File: config.mk
export PLATFORM = sky130hd
export DESIGN_NAME = fifo_wr_arbiter_flat
export DESIGN_NICKNAME = d
export VERILOG_FILES = /design/src/rtl/fifo_wr_arbiter_if.sv /design/src/rtl/fifo_wr_arbiter.sv /design/src/flat_wrapper.sv
export SDC_FILE = /design/constraint.sdc
export NUM_CORES = 1
export LEC_CHECK = 0
export ABC_AREA = 1
export BUFFER_PORTS_ARGS = -buffer_cell sky130_fd_sc_hd__buf_2
export CELL_PAD_IN_SITES_DETAIL_PLACEMENT = 1
export CELL_PAD_IN_SITES_GLOBAL_PLACEMENT = 1
export CORE_ASPECT_RATIO = 1.5
export CORE_MARGIN = 1.5
export CORE_UTILIZATION = 33
export DETAILED_ROUTE_END_ITERATION = 12
export MAX_ROUTING_LAYER = met4
export PLACE_DENSITY_LB_ADDON = 0.12
export SLEW_MARGIN = 5
export SYNTH_ARGS = -nofsm -noshare
export SYNTH_HDL_FRONTEND = slang
export SYNTH_SLANG_ARGS = --single-unit
File: constraint.sdc
create_clock -name clk -period 1.5 [get_ports clk]
set_clock_uncertainty 0.05 [all_clocks]
set_input_delay 0.075 -clock clk [delete_from_list [all_inputs] [get_ports clk]]
set_output_delay 0.075 -clock clk [all_outputs]
set_load 0.1 [all_outputs]
File: src/rtl/fifo_wr_arbiter_if.sv
`default_nettype none
// ============================================================================
// Module      : fifo_wr_arbiter_if
// Description : Bundles the two producer handshakes and the FIFO write port
//               of the two-requester write arbiter.
//               slave  : arbiter side (takes requests, drives readies/write)
//               master : environment side (producers plus FIFO)
// Signals     : s0_valid/s0_data/s0_ready - requester 0 handshake
//               s1_valid/s1_data/s1_ready - requester 1 handshake
//               fifo_afull                - FIFO has <=1 free entry
//               wr_en/wr_data/wr_src      - registered FIFO write port
// Revision    : 1.0 - initial release
// ============================================================================
interface fifo_wr_arbiter_if #(
    parameter int DATA_W = 8
);
    logic              s0_valid;
    logic [DATA_W-1:0] s0_data;
    logic              s0_ready;
    logic              s1_valid;
    logic [DATA_W-1:0] s1_data;
    logic              s1_ready;
    logic              fifo_afull;
    logic              wr_en;
    logic [DATA_W-1:0] wr_data;
    logic              wr_src;

    modport master (
        output s0_valid, s0_data, s1_valid, s1_data, fifo_afull,
        input  s0_ready, s1_ready, wr_en, wr_data, wr_src
    );

    modport slave (
        input  s0_valid, s0_data, s1_valid, s1_data, fifo_afull,
        output s0_ready, s1_ready, wr_en, wr_data, wr_src
    );
endinterface
`default_nettype wire

File: src/rtl/fifo_wr_arbiter.sv
`default_nettype none
// ============================================================================
// Module      : fifo_wr_arbiter
// Description : Burst-limited round-robin arbiter between two producers and
//               the write port of an 8-bit synchronous FIFO. One word is
//               accepted per cycle; the accepted word is written to the FIFO
//               one cycle later through a registered wr_en/wr_data/wr_src.
//               Both producers are stalled while the FIFO reports almost-full.
// Ports       : clk  - clock, rising edge
//               rst  - asynchronous reset, active low
//               bus  - fifo_wr_arbiter_if.slave (requests, readies, write port)
// Parameters  : DATA_W - word width
//               BURST  - max consecutive owner writes while the other waits
//                        (1..15)
// Revision    : 1.0 - initial release
// ============================================================================
module fifo_wr_arbiter #(
    parameter int DATA_W = 8,
    parameter int BURST  = 4
) (
    input  wire logic         clk,
    input  wire logic         rst,
    fifo_wr_arbiter_if.slave  bus
);

    localparam logic [0:0] c_OWN0  = 1'b0;
    localparam logic [0:0] c_OWN1  = 1'b1;
    localparam logic [3:0] c_BURST = 4'(BURST);

    // ------------------------------------------------------------------------
    // State
    // ------------------------------------------------------------------------
    logic [0:0]        r_state;
    logic [3:0]        r_cnt;
    logic              r_run;
    logic              r_wr_en;
    logic [DATA_W-1:0] r_wr_data;
    logic              r_wr_src;

    logic [0:0]        w_state_nxt;
    logic [3:0]        w_cnt_nxt;
    logic              w_gnt_vld;
    logic [0:0]        w_gnt_idx;
    logic [DATA_W-1:0] w_gnt_data;
    logic              w_s0_ready;
    logic              w_s1_ready;

    // ------------------------------------------------------------------------
    // Owner FSM: state register
    // ------------------------------------------------------------------------
    always_ff @(posedge clk or negedge rst) begin
        if (!rst) begin
            r_state <= c_OWN0;
            r_cnt   <= 4'd0;
        end else begin
            r_state <= w_state_nxt;
            r_cnt   <= w_cnt_nxt;
        end
    end

    // Cleared asynchronously by reset so both readies drop in the same cycle
    // reset asserts, without routing the reset net into the ready logic.
    always_ff @(posedge clk or negedge rst) begin
        if (!rst) begin
            r_run <= 1'b0;
        end else begin
            r_run <= 1'b1;
        end
    end

    // ------------------------------------------------------------------------
    // Grant selection. A grant always implies the granted requester is valid,
    // so a grant is also a transfer.
    // ------------------------------------------------------------------------
    always_comb begin
        w_gnt_vld = 1'b0;
        w_gnt_idx = r_state;
        if (r_run && !bus.fifo_afull) begin
            if (bus.s0_valid && bus.s1_valid) begin
                w_gnt_vld = 1'b1;
                // Owner keeps the port until its burst budget is used up.
                w_gnt_idx = (r_cnt < c_BURST) ? r_state : ~r_state;
            end else if (bus.s0_valid) begin
                w_gnt_vld = 1'b1;
                w_gnt_idx = c_OWN0;
            end else if (bus.s1_valid) begin
                w_gnt_vld = 1'b1;
                w_gnt_idx = c_OWN1;
            end
        end
    end

    // ------------------------------------------------------------------------
    // Owner FSM: next-state logic
    // ------------------------------------------------------------------------
    always_comb begin
        w_state_nxt = r_state;
        w_cnt_nxt   = r_cnt;
        if (r_run && !bus.fifo_afull) begin
            if (w_gnt_vld) begin
                if (w_gnt_idx == r_state) begin
                    w_cnt_nxt = (r_cnt >= c_BURST) ? c_BURST : r_cnt + 4'd1;
                end else begin
                    w_state_nxt = w_gnt_idx;
                    w_cnt_nxt   = 4'd1;
                end
            end else begin
                // An idle cycle ends the burst; the owner is kept.
                w_cnt_nxt = 4'd0;
            end
        end
    end

    // ------------------------------------------------------------------------
    // Owner FSM: outputs
    // ------------------------------------------------------------------------
    always_comb begin
        w_s0_ready = 1'b0;
        w_s1_ready = 1'b0;
        if (w_gnt_vld) begin
            w_s0_ready = (w_gnt_idx == c_OWN0);
            w_s1_ready = (w_gnt_idx == c_OWN1);
        end
    end

    assign w_gnt_data = (w_gnt_idx == c_OWN1) ? bus.s1_data : bus.s0_data;

    // ------------------------------------------------------------------------
    // Registered FIFO write port
    // ------------------------------------------------------------------------
    always_ff @(posedge clk or negedge rst) begin
        if (!rst) begin
            r_wr_en   <= 1'b0;
            r_wr_data <= '0;
            r_wr_src  <= 1'b0;
        end else begin
            r_wr_en <= w_gnt_vld;
            if (w_gnt_vld) begin
                r_wr_data <= w_gnt_data;
                r_wr_src  <= w_gnt_idx;
            end
        end
    end

    assign bus.s0_ready = w_s0_ready;
    assign bus.s1_ready = w_s1_ready;
    assign bus.wr_en    = r_wr_en;
    assign bus.wr_data  = r_wr_data;
    assign bus.wr_src   = r_wr_src;

endmodule
`default_nettype wire
File: src/flat_wrapper.sv
// flat-port wrapper written by rule: the top's interface ports become plain ports
module fifo_wr_arbiter_flat 
#(
    parameter int DATA_W = 8,
    parameter int BURST  = 4
)
  (clk, rst, bus_s0_valid, bus_s0_data, bus_s1_valid, bus_s1_data, bus_fifo_afull, bus_s0_ready, bus_s1_ready, bus_wr_en, bus_wr_data, bus_wr_src);
  fifo_wr_arbiter_if #(.DATA_W(DATA_W)) bus_i ();
  input  wire logic clk;
  input  wire logic rst;
  input wire logic [$bits(bus_i.s0_valid)-1:0] bus_s0_valid;
  input wire logic [$bits(bus_i.s0_data)-1:0] bus_s0_data;
  input wire logic [$bits(bus_i.s1_valid)-1:0] bus_s1_valid;
  input wire logic [$bits(bus_i.s1_data)-1:0] bus_s1_data;
  input wire logic [$bits(bus_i.fifo_afull)-1:0] bus_fifo_afull;
  output wire logic [$bits(bus_i.s0_ready)-1:0] bus_s0_ready;
  output wire logic [$bits(bus_i.s1_ready)-1:0] bus_s1_ready;
  output wire logic [$bits(bus_i.wr_en)-1:0] bus_wr_en;
  output wire logic [$bits(bus_i.wr_data)-1:0] bus_wr_data;
  output wire logic [$bits(bus_i.wr_src)-1:0] bus_wr_src;
  assign bus_i.s0_valid = bus_s0_valid;
  assign bus_i.s0_data = bus_s0_data;
  assign bus_i.s1_valid = bus_s1_valid;
  assign bus_i.s1_data = bus_s1_data;
  assign bus_i.fifo_afull = bus_fifo_afull;
  assign bus_s0_ready = bus_i.s0_ready;
  assign bus_s1_ready = bus_i.s1_ready;
  assign bus_wr_en = bus_i.wr_en;
  assign bus_wr_data = bus_i.wr_data;
  assign bus_wr_src = bus_i.wr_src;
  fifo_wr_arbiter #(.DATA_W(DATA_W), .BURST(BURST)) u_core (.clk(clk), .rst(rst), .bus(bus_i));
endmodule
[Word level (Yosys, flattened, before mapping)]
Cells that the tools add are included.
W data, S select, Z words.
Cells by class
  $add $sub $neg: 1
  order comparisons: 2
  equality and inequality tests: 1
  muxes and demuxes: 15
  bitwise operators: 3
  reductions and logical operators: 4
Operators with widths (number)
  $mux W4: 3
  $mux W1: 11
  $mux W8: 1
  $add A4 B1 Y4 const B: 1
  $ge A4 B3 Y1 const B: 1
  $lt A4 B3 Y1 const B: 1
  $not A1 Y1: 3
  $reduce_and A3 Y1: 1
  $logic_and A1 B1 Y1: 2
  $eq A1 B1 Y1: 1
  $logic_not A1 Y1: 1
Storage, ports and cells
  flip-flop bits (word level): 16
  bits of input ports: 21
  output and inout bits: 12
  logic and storage cells: 32

[Longest topological paths before layout]
Gate-level depths: netlist (run 1).
  depth after elaboration: 7
  mapped depth: 9
  gate-level depth less buffers: 9

[Worst setup path before layout (run 1)]
No wires, ideal clock.
  path kind: register to output
  start point: register u_core.r_cnt[3]
  end point: output bus_s1_ready
  arrival: 2.122 ns
  data required time: 1.375 ns
  path slack: -0.747 ns
  cell stages (with the launch flop): 8
  buffers on the path: 0
  cells stage by stage: dfrtp_1 o21ai_0 nand2_1 nand2_1 nand2_1 nand2_1 nand2_1 nor2_1
On the way
  longest elaborated chain between the ends: 5
Ends and longest elaborated chain
  start, declared: RTL line fifo_wr_arbiter.sv:34  | logic [3:0] r_cnt;
  start signal, assigned: RTL line fifo_wr_arbiter.sv:57  | r_cnt <= w_cnt_nxt;
  $lt A4 B3 Y1: RTL line fifo_wr_arbiter.sv:82  | w_gnt_idx = (r_cnt < c_BURST) ? r_state : ~r_state;
  $mux W1: RTL line fifo_wr_arbiter.sv:82
  $mux W1: RTL line fifo_wr_arbiter.sv:79  | if (bus.s0_valid && bus.s1_valid) begin
  $mux W1: RTL line fifo_wr_arbiter.sv:78  | if (r_run && !bus.fifo_afull) begin
  $mux W1: RTL line fifo_wr_arbiter.sv:120  | if (w_gnt_vld) begin
  end, declared: RTL line flat_wrapper.sv:17  | output wire logic [$bits(bus_i.s1_ready)-1:0] bus_s1_ready;
Every way passes these cells.

[Final worst setup path (run 1)]
  start point: register u_core.r_run
  end point: output bus_s0_ready
On the way
  longest elaborated chain between the ends: 4
  elaborated cells between the ends (all ways): 5
  classes of those cells: 3 x mux; 1 x bitwise; 1 x reduce/logical
Ends and longest elaborated chain
  start, declared: RTL line fifo_wr_arbiter.sv:35  | logic r_run;
  start signal, assigned: RTL line fifo_wr_arbiter.sv:65  | r_run <= 1'b0;
  start signal, assigned: RTL line fifo_wr_arbiter.sv:67  | r_run <= 1'b1;
  $logic_and A1 B1 Y1 *: RTL line fifo_wr_arbiter.sv:78
  $mux W1: RTL line fifo_wr_arbiter.sv:78
  $not A1 Y1: RTL line fifo_wr_arbiter.sv:121  | w_s0_ready = (w_gnt_idx == c_OWN0);
  $mux W1 *: RTL line fifo_wr_arbiter.sv:120
  end, declared: RTL line flat_wrapper.sv:16  | output wire logic [$bits(bus_i.s0_ready)-1:0] bus_s0_ready;
Mark *: on every way between the ends. The rest lies on a longest branch, timed or not.

==> results.yml, run 1 <==
pwr:
  p_total_w: 0.00194
  power_leakage_nw: 0.675
  p_per_area_mw_per_mm2: 1490
  ir_drop_mv: 0.885
logic_synthesis:
  synth-seq-area-share_pct: 48.5
  synthTopCellsByArea: "dfrtp_1, nand2_1, nand3_1"
  synth_most_common_cell: "nand2_1"
  synth_flop_cell: "dfrtp_1"
  netlist_top_cells_count: "nand2_1, nand3_1, dfrtp_1"
  async_reset_ff_share_pct: 100
  syn_inst: 99
  netlist_area_sq_um: 826
  synth.avg_cell_area_sq_um: 8.34
  synth_edf_count: 0
  ys_warn_count: 0
  ys_ff_latch: 16
  yosysTopAreaCell: "dfrtp_1"
  ys_types: 18
  synth_nets: 121
  netlist.area_leader.share_pct: 48.5
clock_tree:
  cts_sinks: 16
  cts_buffers: 3
  cts_tree: "yes"
  clk_pin_slew_worst_paths_ns: 0.10
  insertion_delay_ns: 0.29
  cts_root_buf: "clkbuf_4"
  cts_buffer_depth: 2
  htreeDepth: 1
detailed_routing:
  avgRoutedWirePerCell_um: 14.4
  drtIter0Drc: 9
  drtAntennaViolNets: 0
  finalWirelength_um: 2570
  drt_pass1_iterations: 3
  via_count: 890
  drc: 0
  vias_per_cell: 5.00
placed_design:
  pre_cts_ws_ns: 0.0396
  portBuffers: 32
  dp_hpwl_um: 1700
  gp_congestion: 0.801
setup_path:
  cp_common_cell: "nor2_4"
  start_kind: "register"
  crit_slowest_cell: "dfrtp_1"
  max_stage_delay_ns: 0.37
  end_kind: "primary output"
  cp_max_fo: 6
  crit_required_ns: 1.37
  worstSetupPathType: "register to primary output"
  crit_chain: "inv_1 > nor2_4 > buf_4 > nand2_1 > nand2_2 > nand2_4 > nand2_8 > nor2_4 > buf_12"
  arrival_ns: 1.53
cells_and_area:
  syn2layout_area_growth_pct: 57.7
  drive_gt1_share_pct: 41.6
  final.fill_count: 323
  insertedDiodeCount: 0
  final_nets: 177
die:
  fp.dieW_um: 43.8
  die_area_sq_mm: 0.00282
  start_util_pct: 34.1
  rows: 22
  coreArea_sq_mm: 0.00242
  fp.dieH_um: 64.3
  num_io_pins: 33
flow_run:
  maxCapViolCount: 0
timing:
  finalSetupViolations: 2
  rsz0062_at_grt: "yes"
  fin_crit_ns: 1.65
  fin_ws_ns: -0.152
  holdWs_ns: -0.00203
  drv_slew: 0
  post-route-period-util_pct: 110
  fmax_mhz: 605
  final_hold_viol_count: 1
global_route:
  overflow: 0
  grt_pass1_wl_um: 4110
  grt_max_degree: 19
  grt_pass1_vias: 894
  grt_usage_pct: 20.2
  antenna_found_initial: 0
run_status:
  status: "complete, but fails checks"
  violations: "hold timing, setup timing"
min_path:
  hp-class: "input pin to register"
-- registers in the layout, summed over array words and instances (netlist names) --
name and count:
u_core.bus.wr_en 1, u_core.r_state 1, u_core.r_cnt 4, u_core.bus.wr_src 1, u_core.r_run 1, u_core.bus.wr_data 8
-- worst max-delay path: cells and delay by family, from the launching register on --
family	cells	cell delay, ns
and+or+nand+nor	6	0.47
buffers and inverters	3	0.39
DFF	1	0.37
-- stage by stage --
step	TNS, ns	hold WS, ns	std cells	util [%]	instance area (sq um)
final	-0.295	-0.00203	178	53.8	1300
after global routing	-0.568	0.0135	178	53.8	1300
after CTS	-0.355	0.000116	174	52.0	1260
after detailed placement	0	-0.0261	157	44.6	1080
after global placement	0	-0.0336	157	44.6	1080
after floorplan	-0.113	-0.271	99	-	833
-- power by group --
group	switching [W]	internal [W]	total [W]
Sequential	0.0000800	0.000536	0.000616
Clock	0.000147	0.000148	0.000294
Combinational	0.000768	0.000266	0.00103
-- cell type report --
class                   count  area [sq um]  area share, %
inverters                   7          26.3           2.02
well taps                  24          30.0           2.31
flip-flops and latches     16           403           30.9
repair buffers             53           383           29.4
multi-input cells          74           424           32.6
clock buffers               4          36.3           2.79
-- layout by cell type, fill, tap and decap left out --
| cell | instances |
|---|---|
| buf_12 | 3 |
| buf_2 | 30 |
| buf_4 | 11 |
| clkbuf_4 | 3 |
| clkbuf_8 | 1 |
| conb_1 | 1 |
| dfrtp_1 | 14 |
| dfrtp_2 | 2 |
| dlygate4sd3_1 | 9 |
| ha_1 | 1 |
| inv_1 | 5 |
| inv_2 | 2 |
| nand2_1 | 23 |
| nand2_2 | 2 |
| nand2_4 | 3 |
| nand2_8 | 1 |
| nand3_1 | 19 |
| nand4_1 | 8 |
| nor2_1 | 4 |
| nor2_4 | 4 |
| o21ai_0 | 2 |
| o21ai_1 | 3 |
| o21ai_2 | 2 |
| o21bai_1 | 1 |
-- final timing paths --
check	to	slack [ns]	depth (start not counted)	startpoint
min reg2reg	u_core.bus.wr_data[2]	0.46	2	u_core.bus.wr_data[2]
max in group asynchronous	u_core.r_cnt[2]	0.94	2	rst
min in group asynchronous	u_core.r_cnt[1]	0.17	2	rst
min	u_core.bus.wr_data[1]	-0.002	3	bus_s0_data[1]
max reg2reg	u_core.bus.wr_data[5]	0.09	9	u_core.r_run
max	bus_s0_ready	-0.15	9	u_core.r_run
-- metal layers --
metal | track usage (%) | share of wire, %
met4 | 7.58 | 2.1
met5 | - | 0
met2 | 35.5 | 54
met1 | 22.1 | 40
met3 | 3.11 | 3.3
-- logic make-up (layout without fill, tap and decap cells) --
logic type               Yosys count  in the layout  share of synthesized area, %
AO/OA/AOI/OAI                      8              8                          6.06
adder cells (fa/ha/maj)            1              1                          1.51
buffers and inverters              9             64                          5.15
flip-flops                        16             16                          48.5
other                              1              1                         0.454
AND/OR/NAND/NOR                   64             64                          38.3
-- what timing repair did --
item,4_1_cts,5_1_grt
cloned,0,0
setup buffers,4,4
setup endpoints to repair,2,6
gates resized for setup,7,4
endpoints found under the hold margin,23,0
pin swaps,3,3
hold buffers,9,0
Power figures use the tool's default switching activity.
==> inputs of run 2 (changes only) <==
==> constraint.sdc (replaced) <==
create_clock -name clk -period 1.5 [get_ports clk]
set_clock_uncertainty 0.05 [all_clocks]
set_input_delay 0.3 -clock clk [delete_from_list [all_inputs] [get_ports clk]]
set_output_delay 0.3 -clock clk [all_outputs]
set_load 0.1 [all_outputs]
==> results.yml, run 2 (synthesis gave the netlist of run 1 again) <==
timing:
  post-route-period-util_pct: 124
  fin_crit_ns: 1.86
  final_hold_viol_count: 0
  rsz0062_at_grt: "yes"
  finalSetupViolations: 2
  drv_slew: 0
  tns_ns: -0.700
  fin_ws_ns: -0.359
  fmax_mhz: 538
clock_tree:
  clk_pin_slew_worst_paths_ns: 0.10
  insertion_delay_ns: 0.28
  cts_tree: "yes"
  cts_buffers: 3
  cts_buffer_depth: 2
  cts_root_buf: "clkbuf_4"
  cts_sinks: 16
  htreeDepth: 1
setup_path:
  cp_max_fo: 4
  end_kind: "primary output"
  worstSetupPathType: "register to primary output"
  arrival_ns: 1.51
  r2r_start: "u_core.r_run"
  crit_required_ns: 1.15
  start_kind: "register"
  cp-startpoint: "u_core.r_cnt[3]"
global_route:
  overflow: 0
  antenna_found_initial: 0
  grt_pass1_vias: 887
  grt_usage_pct: 19.1
  grt_max_degree: 20
  grt_pass1_wl_um: 3880
cells_and_area:
  fin_util_pct: 51.5
  final_nets: 175
  largest_reg_flops: 8
  final_cell_mix: "buf_2, nand2_1, nand3_1, buf_4, dfrtp_1"
  final_area_sq_mm: 0.00125
  drive_gt1_share_pct: 45.4
  insertedDiodeCount: 0
  final_common_cell: "buf_2"
  syn2layout_area_growth_pct: 51.1
pwr:
  p_per_area_mw_per_mm2: 1570
  ir_drop_mv: 0.904
  switchingPower_w: 0.000975
  internal_power_w: 0.000980
  p_clk_share_pct: 14.6
  netSwitchingFraction_pct: 49.9
  power_leakage_nw: 0.670
  combPwrFrac_pct: 54.2
  p_total_w: 0.00196
  pwr-share-seq_pct: 31.2
detailed_routing:
  drt_pass1_iterations: 4
  top_layer: "met4"
  vias_per_cell: 4.97
  wl_met1_um: 906
  wl_met2_um: 1350
  drtAntennaViolNets: 0
  drtIter0Drc: 8
  drc: 0
  avgRoutedWirePerCell_um: 13.4
  route.met3.wl_um: 79
  finalWirelength_um: 2360
  via_count: 875
die:
  start_util_pct: 34.1
  die_area_sq_mm: 0.00282
  rows: 22
  fp.dieW_um: 43.8
  fp.dieH_um: 64.3
  coreArea_sq_mm: 0.00242
  num_io_pins: 33
min_path:
  worstHoldStart: "bus_s1_data[2]"
  hp-class: "input pin to register"
run_status:
  status: "complete, but fails checks"
  violations: "setup timing"
placed_design:
  dp_hpwl_um: 1880
  placed_area_sq_mm: 0.00114
  gp_congestion: 0.856
  portBuffers: 32
flow_run:
  maxCapViolCount: 0
==> run 2: metrics by stage <==
| step | worst slack [ns] | cells | hold WS, ns |
|---|---|---|---|
| 3_3_place_gp | -0.0632 | 167 | 0.182 |
| 3_5_place_dp | -0.104 | 167 | 0.192 |
| 6_report | -0.359 | 176 | 0.197 |
| 2_1_floorplan | -0.199 | 99 | -0.0456 |
| 4_1_cts | -0.378 | 175 | 0.188 |
| 5_1_grt | -0.472 | 176 | 0.211 |
==> run 2: layer usage <==
layer | up-vias | track usage (%)
li1 | 437 | -
met1 | 417 | 20.3
met2 | 19 | 34.0
met3 | 2 | 3.39
met4 | 0 | 6.82
met5 | - | -
==> run 2: timing repair <==
item	4_1_cts	5_1_grt
pin swaps	5	8
gates cloned	0	0
setup endpoints to repair	2	6
hold buffers	1	0
setup buffers	3	3
endpoints found under the hold margin	16	0
gates resized for setup	4	4
==> run 2: worst max-delay path: stages, from the launching register on <==
cell     delay (ns)
dfrtp_1        0.43
o21ai_2        0.14
nand2_1        0.05
nand2_1        0.08
nand2_2        0.08
nand2_4        0.08
nand2_4        0.05
nor2_4         0.12
buf_12         0.19
==> run 2: worst paths after layout <==
path                            cells past startpoint  slack [ns]                     to
worst min register to register                      2        0.45  u_core.bus.wr_data[5]
worst max register to register                      6        0.06        u_core.r_cnt[2]
max in group asynchronous                           2        0.71        u_core.r_cnt[2]
worst min-delay path                                3        0.20  u_core.bus.wr_data[2]
worst max-delay path                                8       -0.36           bus_s0_ready
min in group asynchronous                           2        0.39  u_core.bus.wr_data[4]
==> run 2: cell type report <==
class	count	area (sq um)
Fill cell	321	1170
Multi-Input combinational cell	74	410
Sequential cell	16	402
Timing Repair Buffer	51	343
Clock buffer	4	36.3
Tap cell	24	30.0
Inverter	7	26.3
==> run 2: power groups by stage <==
stage	clock (W)	sequential, W	combinational [W]
floorplan	0	0.00104	0.000293
global placement	0	0.000609	0.000983
detailed placement	0	0.000614	0.00100
CTS	0.000298	0.000608	0.00105
global route	0.000313	0.000624	0.00113
finish	0.000286	0.000610	0.00106
==> inputs of run 3 (changes only) <==
ABC_AREA = not set   (was 1)
CORE_UTILIZATION = 35   (was 33)
==> results.yml, run 3 <==
clock_tree:
  insertion_delay_ns: 0.28
  cts_buffer_depth: 2
  cts_buffers: 3
  cts_tree: "yes"
  cts_sinks: 16
  clk_pin_slew_worst_paths_ns: 0.09
  cts_root_buf: "clkbuf_4"
  htreeDepth: 1
setup_path:
  reg2reg_depth: 7
  crit_slowest_cell: "dfrtp_1"
  crit_required_ns: 1.15
  r2r_end: "u_core.bus.wr_data[5]"
  end_kind: "primary output"
  cp.buffers_inverters: 2
  max_stage_delay_ns: 0.39
  cp_max_fo: 2
  endpoint: "bus_s0_ready"
  crit_cells: 4
  cp-startpoint: "u_core.r_cnt[2]"
  crit_chain: "or3_4 > buf_6 > a31oi_4 > buf_12"
  r2r_start: "u_core.r_cnt[2]"
  start_kind: "register"
  worstSetupPathType: "register to primary output"
  ff2ff_setup_slack_ns: -0.03
  arrival_ns: 1.55
  crit_family: "flip-flops"
die:
  rows: 21
  fp.dieH_um: 63.8
  start_util_pct: 37.8
  die_area_sq_mm: 0.00278
  coreArea_sq_mm: 0.00229
  num_io_pins: 33
  fp.dieW_um: 43.6
timing:
  fin_ws_ns: -0.402
  finalSetupViolations: 9
  fin_crit_ns: 1.90
  post-route-period-util_pct: 127
  fmax_mhz: 526
  drv_slew: 0
  final_hold_viol_count: 0
  rsz0062_at_grt: "yes"
  holdWs_ns: 0.218
global_route:
  antenna_found_initial: 0
  grt_pass1_wl_um: 4420
  overflow: 0
  grt_usage_pct: 21.2
  grt_max_degree: 18
  grt_pass1_vias: 955
detailed_routing:
  via_count: 951
  drt_pass1_iterations: 4
  drc: 0
  drtAntennaViolNets: 0
  avgRoutedWirePerCell_um: 16.6
  finalWirelength_um: 2760
  vias_per_cell: 5.73
  drtIter0Drc: 26
pwr:
  ir_drop_mv: 0.723
  p_per_area_mw_per_mm2: 1310
  power_leakage_nw: 0.619
logic_synthesis:
  synth.avg_cell_area_sq_um: 9.92
  syn_inst: 87
  ys_types: 28
  synth_edf_count: 0
  netlist_area_sq_um: 863
  synth-seq-area-share_pct: 46.4
  yosysTopAreaCell: "dfrtp_1"
  synth_most_common_cell: "dfrtp_1"
  synth_flop_cell: "dfrtp_1"
  netlist.area_leader.share_pct: 46.4
  ys_ff_latch: 16
  async_reset_ff_share_pct: 100
  synth_nets: 109
  netlist_top_cells_count: "dfrtp_1, nor2_1, a31oi_1"
  synthTopCellsByArea: "dfrtp_1, a31oi_1, nor2_1"
  ys_warn_count: 0
cells_and_area:
  syn2layout_area_growth_pct: 59.6
  fin_util_pct: 60.3
  final_common_cell: "buf_2"
  drive_gt1_share_pct: 55.9
  insertedDiodeCount: 0
  final_nets: 167
  largest_reg_flops: 8
  final_cell_mix: "buf_2, buf_4, dfrtp_1, nor2_1"
placed_design:
  dp_hpwl_um: 1910
  portBuffers: 32
  gp_congestion: 0.774
flow_run:
  maxCapViolCount: 0
min_path:
  hp-class: "input pin to register"
run_status:
  violations: "setup timing"
  status: "complete, but fails checks"
## run 3: cell count changes after synthesis, sizes merged, moves of 2 or more
cell and change:
nand3 -10, nand2 -27, a21oi +3, a31oi +10
inv -7, o21ai +3, nor3 +2, clkbuf +2
nand4 -8, nor2 +6
## run 3: cells by family after synthesis
group           share of synthesized area, %
compound gates                          25.9
fa+ha+maj                               1.45
buf+inv                                 5.80
flops                                   46.4
mux                                     1.16
other cells                            0.434
simple gates                            18.8
## run 3: where the power goes
| part | internal [W] | switching (W) | total, W |
|---|---|---|---|
| sequential | 0.000516 | 0.0000570 | 0.000573 |
| combinational | 0.000330 | 0.000675 | 0.00101 |
| clock | 0.0000931 | 0.000134 | 0.000227 |
## run 3: timing repair
item | CTS | global route
setup buffers | 3 | 1
cloned | 1 | 1
hold buffers | 1 | 0
endpoints found under the setup margin | 10 | 11
gates resized for setup | 17 | 15
pin swaps | 8 | 14
hold endpoints to repair | 16 | 0
## run 3: tightest hold or removal path: stages
cell and delay, ns:
buf_2 0.10, nand3_2 0.04, a31oi_1 0.07
## run 3: stage by stage
step	power, W	setup WS, ns	area [sq um]	setup TNS [ns]	cells
final	0.00181	-0.402	1380	-0.891	166
after CTS	0.00174	-0.409	1280	-1.00	164
after global placement	0.00142	-0.224	1180	-0.849	156
after floorplan	0.00122	-0.258	895	-0.674	87
after global routing	0.00190	-0.458	1380	-1.41	166
after detailed placement	0.00145	-0.229	1180	-1.34	156
## run 3: area by class of cell
| cell class | instances | area [sq um] |
|---|---|---|
| Fill cell | 259 | 908 |
| Multi-Input combinational cell | 68 | 527 |
| Tap cell | 23 | 28.8 |
| Timing Repair Buffer | 56 | 399 |
| Clock buffer | 3 | 22.5 |
| Sequential cell | 16 | 400 |
## run 3: worst min path at each step
stage / startpoint / to / slack [ns] / cells after the start
after detailed placement: rst / u_core.r_cnt[1] / 0.19 / 1
after global placement: rst / u_core.r_cnt[0] / 0.19 / 1
after global routing: bus_s1_data[1] / u_core.bus.wr_data[1] / 0.23 / 3
final: bus_s1_data[1] / u_core.bus.wr_data[1] / 0.22 / 3
after CTS: bus_s1_data[0] / u_core.bus.wr_data[0] / 0.22 / 3
after floorplan: rst / u_core.bus.wr_data[0] / -0.05 / 0
## run 3: routing by layer
layer | global-route usage (%) | vias up | routed length, um
met5 | - | - | 0
met4 | 5.68 | 0 | 46
met3 | 1.69 | 4 | 80
met2 | 37.5 | 28 | 1520
met1 | 24.9 | 477 | 1110
li1 | - | 442 | -
